[src/rtl/intr_trap_ctrl_pkg.sv]
// Shared types and constants for the interrupt/trap sequencer and the CSR file.
package intr_pkg;

  typedef enum logic [1:0] {
    IDLE = 2'd0,
    TAKE = 2'd1,
    ISR  = 2'd2,
    RET  = 2'd3
  } intr_state_t;

  // Default width of the saturating taken-interrupt counter.
  localparam int unsigned INTR_CNT_W = 16;

  // CSR addresses, shared with the CSR file decoder.
  localparam logic [11:0] CSR_ADDR_MIE   = 12'h304;
  localparam logic [11:0] CSR_ADDR_MTVEC = 12'h305;
  localparam logic [11:0] CSR_ADDR_MEPC  = 12'h341;

endpackage

[src/rtl/intr_trap_ctrl_sync.sv]
// INTR synchronizer chain plus rising-edge detector producing a one-cycle pulse.
module intr_sync
  import intr_pkg::*;
#(
  parameter int unsigned SYNC_STAGES = 2
) (
  input  logic CLK,
  input  logic RST,
  input  logic INTR,
  output logic EDGE_PULSE
);

  // Fewer than two flops is not a safe synchronizer; clamp rather than build one.
  localparam int unsigned STAGES = (SYNC_STAGES < 2) ? 2 : SYNC_STAGES;

  logic [STAGES-1:0] chain_q;
  logic              hist_q;

  // Shift the raw level through the chain and remember the last synchronized value.
  always_ff @(posedge CLK) begin
    if (RST) begin
      chain_q <= '0;
      hist_q  <= 1'b0;
    end else begin
      chain_q <= {chain_q[STAGES-2:0], INTR};
      hist_q  <= chain_q[STAGES-1];
    end
  end

  // Rising edge of the synchronized level.
  always_comb begin
    EDGE_PULSE = chain_q[STAGES-1] & ~hist_q;
  end

endmodule

[src/rtl/intr_trap_ctrl.sv]
// Interrupt/trap sequencer: latches requests, takes them at instruction
// boundaries, and sequences the MRET return.
module intr_trap_ctrl
  import intr_pkg::*;
#(
  parameter int unsigned SYNC_STAGES = 2,
  parameter int unsigned CNT_W       = INTR_CNT_W
) (
  input  logic             CLK,
  input  logic             RST,
  input  logic             INTR,
  input  logic             BOUNDARY,
  input  logic             MRET,
  input  logic             CSR_MIE,
  input  logic [31:0]      CSR_MTVEC,
  input  logic [31:0]      CSR_MEPC,
  output logic             INT_TAKEN,
  output logic             MIE_CLR,
  output logic             MIE_SET,
  output logic             REDIRECT,
  output logic [31:0]      REDIRECT_ADDR,
  output logic             PENDING,
  output logic             IN_ISR,
  output logic [CNT_W-1:0] INT_COUNT
);

  intr_state_t      state_q, state_d;
  logic             spur_q, spur_d;
  logic             pending_q;
  logic             edge_p;
  logic [CNT_W-1:0] count_q;

  intr_sync #(
    .SYNC_STAGES(SYNC_STAGES)
  ) u_sync (
    .CLK       (CLK),
    .RST       (RST),
    .INTR      (INTR),
    .EDGE_PULSE(edge_p)
  );

  // Next-state decode; a spurious MRET in IDLE only raises a one-cycle redirect flag.
  always_comb begin
    state_d = state_q;
    spur_d  = 1'b0;
    case (state_q)
      IDLE: begin
        if (BOUNDARY && pending_q && CSR_MIE) begin
          state_d = TAKE;
        end else if (BOUNDARY && MRET) begin
          spur_d = 1'b1;
        end
      end
      TAKE:    state_d = ISR;
      ISR:     if (BOUNDARY && MRET) state_d = RET;
      RET:     state_d = IDLE;
      default: state_d = IDLE;
    endcase
  end

  // State and spurious-redirect registers.
  always_ff @(posedge CLK) begin
    if (RST) begin
      state_q <= IDLE;
      spur_q  <= 1'b0;
    end else begin
      state_q <= state_d;
      spur_q  <= spur_d;
    end
  end

  // Pending request: a new edge wins over the clear issued by TAKE.
  always_ff @(posedge CLK) begin
    if (RST) begin
      pending_q <= 1'b0;
    end else if (edge_p) begin
      pending_q <= 1'b1;
    end else if (state_q == TAKE) begin
      pending_q <= 1'b0;
    end
  end

  // Saturating count of taken interrupts.
  always_ff @(posedge CLK) begin
    if (RST) begin
      count_q <= '0;
    end else if ((state_q == TAKE) && (count_q != '1)) begin
      count_q <= count_q + CNT_W'(1);
    end
  end

  // Strobes decode from registered state; the redirect target follows the CSR inputs live.
  always_comb begin
    INT_TAKEN     = (state_q == TAKE);
    MIE_CLR       = (state_q == TAKE);
    MIE_SET       = (state_q == RET);
    REDIRECT      = (state_q == TAKE) || (state_q == RET) || spur_q;
    IN_ISR        = (state_q == ISR) || (state_q == RET);
    PENDING       = pending_q;
    INT_COUNT     = count_q;
    REDIRECT_ADDR = '0;
    if (state_q == TAKE) begin
      REDIRECT_ADDR = CSR_MTVEC;
    end else if ((state_q == RET) || spur_q) begin
      REDIRECT_ADDR = CSR_MEPC;
    end
  end

  // The core never retires an instruction during the one-cycle TAKE/RET states.
  a_no_pulse_in_oneshot: assert property (
    @(posedge CLK) disable iff (RST)
      ((state_q == TAKE) || (state_q == RET)) |-> !(BOUNDARY || MRET)
  );

endmodule

[config.mk]
export PLATFORM = sky130hd
export DESIGN_NAME = intr_trap_ctrl
export DESIGN_NICKNAME = d
export VERILOG_FILES = /design/src/rtl/intr_trap_ctrl_pkg.sv /design/src/rtl/intr_trap_ctrl_sync.sv /design/src/rtl/intr_trap_ctrl.sv
export SDC_FILE = /design/constraint.sdc
export NUM_CORES = 1
export LEC_CHECK = 0
export CAP_MARGIN = 20
export CORE_MARGIN = 4
export CORE_UTILIZATION = 32
export DETAILED_ROUTE_END_ITERATION = 6
export PLACE_DENSITY = 0.8
export SLEW_MARGIN = 25
export SYNTH_ARGS = -nofsm -noshare
export SYNTH_HDL_FRONTEND = slang
export SYNTH_SLANG_ARGS = --single-unit
[constraint.sdc]
create_clock -name CLK -period 2.2 [get_ports CLK]
set_input_delay 0.44 -clock CLK [delete_from_list [all_inputs] [get_ports CLK]]
set_output_delay 0.44 -clock CLK [all_outputs]
set_load 0.02 [all_outputs]
==> results of run 1 <==
## cell type report
type	count	share of cell area, %
clock buffer	3	1.42
clock inverter	1	0.172
inverter	4	0.517
multi-input combinational	131	33.3
sequential	23	15.9
tap	52	2.24
timing repair buffer	134	46.4
## where the power goes
part	total, mW	internal [mW]	switching (mW)
Clock	0.264	0.127	0.137
Sequential	0.479	0.450	0.0291
Combinational	1.57	0.788	0.781
## routing by layer
layer / wire length [um] / GRT usage, %
met5: 0 / 0
met4: 77 / 3.50
met3: 286 / 4.96
met2: 2970 / 34.1
met1: 2340 / 22.0
## synthesized netlist by cell type, types with 3 or more instances
cell,n
a21oi_1,8
a22o_1,32
clkbuf_1,11
dfxtp_1,23
ha_1,6
inv_1,4
mux2_2,4
nand2_1,9
nand2b_1,4
nand3_1,3
nand4_1,3
nor2_1,10
nor2b_1,8
nor3_1,4
o21ai_0,3
o31ai_1,4
or3_1,5
or4_1,3
## stage by stage
| step | power [mW] | util, % | instances | setup WS, ns | hold WS (ns) |
|---|---|---|---|---|---|
| after detailed placement | 2.16 | 64.6 | 344 | -0.0645 | 0.441 |
| after CTS | 2.33 | 66.2 | 348 | 0.00287 | 0.464 |
| after global placement | 2.14 | 64.6 | 344 | -0.0372 | 0.436 |
| final | 2.31 | 65.8 | 348 | 0.0790 | 0.464 |
| after floorplan | 1.31 | - | 171 | 0.0406 | 0.414 |
| after global routing | 2.45 | 65.8 | 348 | 0.000320 | 0.497 |
## cell usage in the layout, fill, tap and decap left out, types with 3 or more instances in the layout
cell type	n
clkbuf_8	3
or3_1	5
clkbuf_2	6
or4_1	3
clkdlybuf4s15_2	26
a22o_1	32
clkdlybuf4s50_1	88
buf_12	3
o31ai_1	4
nand4_1	3
buf_4	8
nand2_1	9
nor2b_1	8
nand3_1	3
o21ai_0	3
nand2b_1	4
dfxtp_1	21
inv_1	4
nor2_1	8
mux2_2	4
ha_1	5
a21oi_1	8
nor3_1	4
## logic make-up after synthesis
group / count (synthesis) / share of synthesized area, %
multiplexers: 6 / 4.38
buffers and inverters: 17 / 4.63
AND/OR/NAND/NOR: 62 / 25.0
AO/OA/AOI/OAI: 57 / 29.9
adder cells (fa/ha/maj): 6 / 5.05
flip-flops: 23 / 31.0
## state kept, by name (all words and copies together), names as in the netlist
register and cells:
INT_COUNT 16, state_q 2, u_sync.chain_q 2, PENDING 1, spur_q 1, u_sync.hist_q 1
## timing repair
| item | 4_1_cts | 5_1_grt |
|---|---|---|
| hold buffers | 0 | 0 |
| setup buffers | 0 | 0 |
| setup endpoints to repair | 35 | 34 |
| gates resized for setup | 90 | 17 |
## critical path, delay by kind of cell, from the launching register on
kind | cells | cell delay [ns]
AOI/OAI and AO/OA | 1 | 0.21
DFF | 1 | 0.35
buffers and inverters | 4 | 0.64
adders and majority gates | 1 | 0.20
## worst paths after layout
kind | start | endpoint | cells past startpoint
hold reg to reg | u_sync.chain_q[0] | u_sync.chain_q[1] | 1
setup reg to reg | state_q[1] | INT_COUNT[14] | 7
setup / recovery | state_q[1] | REDIRECT_ADDR[15] | 6
hold / removal | u_sync.chain_q[0] | u_sync.chain_q[1] | 1
==> impl_metrics.env, run 1 <==
export IMPL_die_w_um=76.1
export IMPL_drive_gt1_share_pct=20.9
export IMPL_drt_total_wl_mm=5.67
export IMPL_grt_usage_pct=18.7
export IMPL_synth_area_leaders="dfxtp_1 (31%), a22o_1 (19%), ha_1 (5.1%)"
export IMPL_syn_area_um2=1490
export IMPL_max_freq_ghz=0.471
export IMPL_die_y_um=76.1
export IMPL_cp_required_ns=1.76
export IMPL_ys_ff_latch=23
export IMPL_leakage_nw=1.10
export IMPL_antenna_found_initial=0
export IMPL_nNetsFinal=373
export IMPL_place_congestion=0.867
export IMPL_synth_edf_count=0
export IMPL_yosys_warnings=0
export IMPL_max_clock_path_buffers=2
export IMPL_via_per_inst=5.16
export IMPL_async_flop_share_pct=0
export IMPL_worst_endpoint_arrival_ns=1.68
export IMPL_num_io_pins=124
export IMPL_hpwl_mm=4.62
export IMPL_initial_core_util_pct=33.6
export IMPL_multiInputGateArea_um2=968
export IMPL_maxSlewHeadroom_pct=66.1
export IMPL_synthDistinctLibCells=37
export IMPL_num_vias=1794
export IMPL_grt_max_degree=30
export IMPL_synth_seq_area_share_pct=31.0
export IMPL_tightest_slew_ns=0.504
export IMPL_hp_class="register to register"
export IMPL_place_area_um2=2850
export IMPL_start_kind="register"
export IMPL_ir_drop_v=0.000463
export IMPL_critPathMaxFanout=16
export IMPL_rrSetupSlack_ns=0.17
export IMPL_ant_nets=0
export IMPL_cts_tree="done"
export IMPL_cts_root_buffer="clkbuf_8"
export IMPL_rsz0062_at_grt="false"
export IMPL_synth_top_area_share_pct=31.0
export IMPL_status="finished, final reports clean"
export IMPL_row_count=24
export IMPL_clock_latency_ns=0.27
export IMPL_synth_area_leader_cell="dfxtp_1"
export IMPL_syn_nets=247
export IMPL_timing_final_hold_violations=0
export IMPL_grt_overflow_total=0
export IMPL_worst_path_max_delay_cell="dfxtp_2"
export IMPL_drv_cap=0
export IMPL_skew_ns=0.00347
export IMPL_drt_iter0_markers=87
export IMPL_syn_avg_cell_area_um2=8.69
export IMPL_grt_pass1_wl_mm=9.04
export IMPL_synth_cells=171
export IMPL_drv_slew=0
export IMPL_area_sequential_um2=463
export IMPL_grt_pass1_vias=1716
export IMPL_clk_pin_slew_ns=0.08
export IMPL_ys_flop_type="dfxtp_1"
export IMPL_critical_path_class="register to output pin"
export IMPL_dr_pass1_iters=4
export IMPL_synthToLayoutAreaGrowth_pct=95.5
export IMPL_cp_slowest_stage_delay_ns=0.35
export IMPL_fill_cells=350
export IMPL_htreeDepth=1
export IMPL_setup_violations=0
export IMPL_fin_area_um2=2900
export IMPL_num_antenna_cells=0
export IMPL_dieArea_um2=5800
export IMPL_setup_tns_ns=0
export IMPL_cts_buffers=3
export IMPL_portBuffers=123
export IMPL_wl_per_cell_um=16.3
export IMPL_critPathCaptureType="output pin"
export IMPL_drc_errors=0
export IMPL_core_um2=4410
export IMPL_power_per_cell_area_nw_per_um2=796
export IMPL_layout_min_cycle_time_ns=2.12
export IMPL_cts_sinks=23
export IMPL_period_share_pct=96.4
export IMPL_crit_chain="inv_1 > ha_2 > buf_4 > buf_12 > a22o_1 > clkdlybuf4s15_2"
No activity file was read; power rests on OpenSTA's default activity.
==> run 2, diff against run 1 <==
- CORE_UTILIZATION: 32 -> 26
- PLACE_DENSITY: 0.8 -> 0.67
- SETUP_SLACK_MARGIN: unset -> 0.15
==> run 2 against run 1 <==
- first-iteration DRC count is 37% lower
- non-clock buffer count is 1 higher
- worst hold slack worse by 0.011 ns
- clock skew hardly changed
- critical path type unchanged
- highest routed layer unchanged
==> impl_metrics.env, run 2 (synthesis gave the netlist of run 1 again) <==
export IMPL_status="finished, final reports clean"
export IMPL_htreeDepth=1
export IMPL_met3_usage_pct=2.47
export IMPL_worst_endpoint_arrival_ns=1.57
export IMPL_rsz0062_at_grt="true"
export IMPL_critical_path_class="register to output pin"
export IMPL_grtUsageMet1_pct=19.2
export IMPL_largest_register_ffs=16
export IMPL_grt_busiest_layer="met2"
export IMPL_cts_buffers=3
export IMPL_drv_slew=0
export IMPL_die_w_um=83.6
export IMPL_num_antenna_cells=0
export IMPL_grt_usage_pct=15.4
export IMPL_ir_drop_v=0.000474
export IMPL_tightest_slew_ns=0.511
export IMPL_setup_tns_ns=0
export IMPL_critPathCaptureType="output pin"
export IMPL_multiInputGateArea_um2=986
export IMPL_area_sequential_um2=465
export IMPL_layout_common_cells="clkdlybuf4s50_1 (87), buf_2 (33), a22o_1 (32)"
export IMPL_row_count=27
export IMPL_cts_sinks=23
export IMPL_final_common_cell="clkdlybuf4s50_1"
export IMPL_drt_total_wl_mm=5.87
export IMPL_num_io_pins=124
export IMPL_drive_gt1_share_pct=21.9
export IMPL_nNetsFinal=374
export IMPL_drc_errors=0
export IMPL_start_kind="register"
export IMPL_clock_latency_ns=0.26
export IMPL_grt_overflow_total=0
export IMPL_grt_max_degree=33
export IMPL_drt_iter0_markers=55
export IMPL_cp_required_ns=1.76
export IMPL_grt_use_met2_pct=27.9
export IMPL_timing_final_hold_violations=0
export IMPL_setup_violations=0
export IMPL_period_share_pct=91.4
export IMPL_core_um2=5540
export IMPL_portBuffers=123
export IMPL_wl_per_cell_um=15.9
export IMPL_post_place_ws_ns=-0.0253
export IMPL_die_y_um=83.6
export IMPL_initial_core_util_pct=26.8
export IMPL_cts_tree="done"
export IMPL_via_per_inst=4.86
export IMPL_hp_class="register to register"
export IMPL_final_util_pct=50.8
export IMPL_cts_root_buffer="clkbuf_8"
export IMPL_grt_pass1_vias=1712
export IMPL_skew_ns=0.00337
export IMPL_fill_cells=558
export IMPL_max_clock_path_buffers=2
export IMPL_layout_setup_ws_ns=0.190
export IMPL_maxSlewHeadroom_pct=65.6
export IMPL_holdWs_ns=0.453
export IMPL_layout_min_cycle_time_ns=2.01
export IMPL_power_per_cell_area_nw_per_um2=763
export IMPL_clk_pin_slew_ns=0.08
export IMPL_place_congestion=0.760
export IMPL_drv_cap=0
export IMPL_power_mw=2.15
export IMPL_num_vias=1795
export IMPL_synthToLayoutAreaGrowth_pct=89.4
export IMPL_dr_pass1_iters=4
export IMPL_leakage_nw=1.14
export IMPL_critPathMaxFanout=16
export IMPL_hpwl_mm=4.59
export IMPL_antenna_found_initial=0
export IMPL_grt_pass1_wl_mm=8.94
export IMPL_max_freq_ghz=0.497
export IMPL_ant_nets=0
export IMPL_dieArea_um2=6990
==> run 2: cell type report <==
type | instances | share of cell area, %
Clock buffer | 4 | 1.60
Inverter | 4 | 0.534
Multi-Input combinational cell | 131 | 35.1
Sequential cell | 23 | 16.5
Tap cell | 72 | 3.20
Timing Repair Buffer | 135 | 43.1
==> run 2: worst paths after layout <==
check / start / endpoint / slack, ns / cells after the start
worst max-delay path: state_q[0] / REDIRECT_ADDR[29] / 0.19 / 6
worst min-delay path: u_sync.chain_q[0] / u_sync.chain_q[1] / 0.45 / 1
worst max register to register: state_q[1] / INT_COUNT[10] / 0.30 / 8
worst min register to register: u_sync.chain_q[0] / u_sync.chain_q[1] / 0.45 / 1
==> run 2: what timing repair did <==
action | in CTS | in global routing
setup buffers | 0 | 0
gates cloned | 0 | 2
endpoints found under the setup margin | 36 | 36
hold buffers | 0 | 0
pin swaps | 0 | 3
resized for setup | 105 | 44
==> run 2: worst max-delay path, stage by stage (launching register included) <==
cell and delay, ns:
dfxtp_4 0.38, ha_2 0.19, nor2_2 0.05, nor2_4 0.18
buf_12 0.17, a22o_1 0.16, buf_2 0.17
==> run 2: stage by stage <==
stage | instances | area [um^2]
6_report | 369 | 2810
5_1_grt | 369 | 2810
4_1_cts | 367 | 2930
3_5_place_dp | 363 | 2860
3_3_place_gp | 363 | 2860
2_1_floorplan | 171 | 1490
==> run 2: report_power, final <==
group / leakage, nW / switching (mW) / total (mW) / internal, mW
clock network: 0.0228 / 0.125 / 0.254 / 0.129
logic: 0.931 / 0.764 / 1.40 / 0.638
registers: 0.188 / 0.0360 / 0.490 / 0.454
total: 1.14 / 0.925 / 2.15 / 1.22
==> run 2: routing by layer <==
metal  up-vias  routed length, um
met3         4                171
met1       835               2510
met4         0                 53
li1        916                  -
met2        40               3130
met5         -                  0
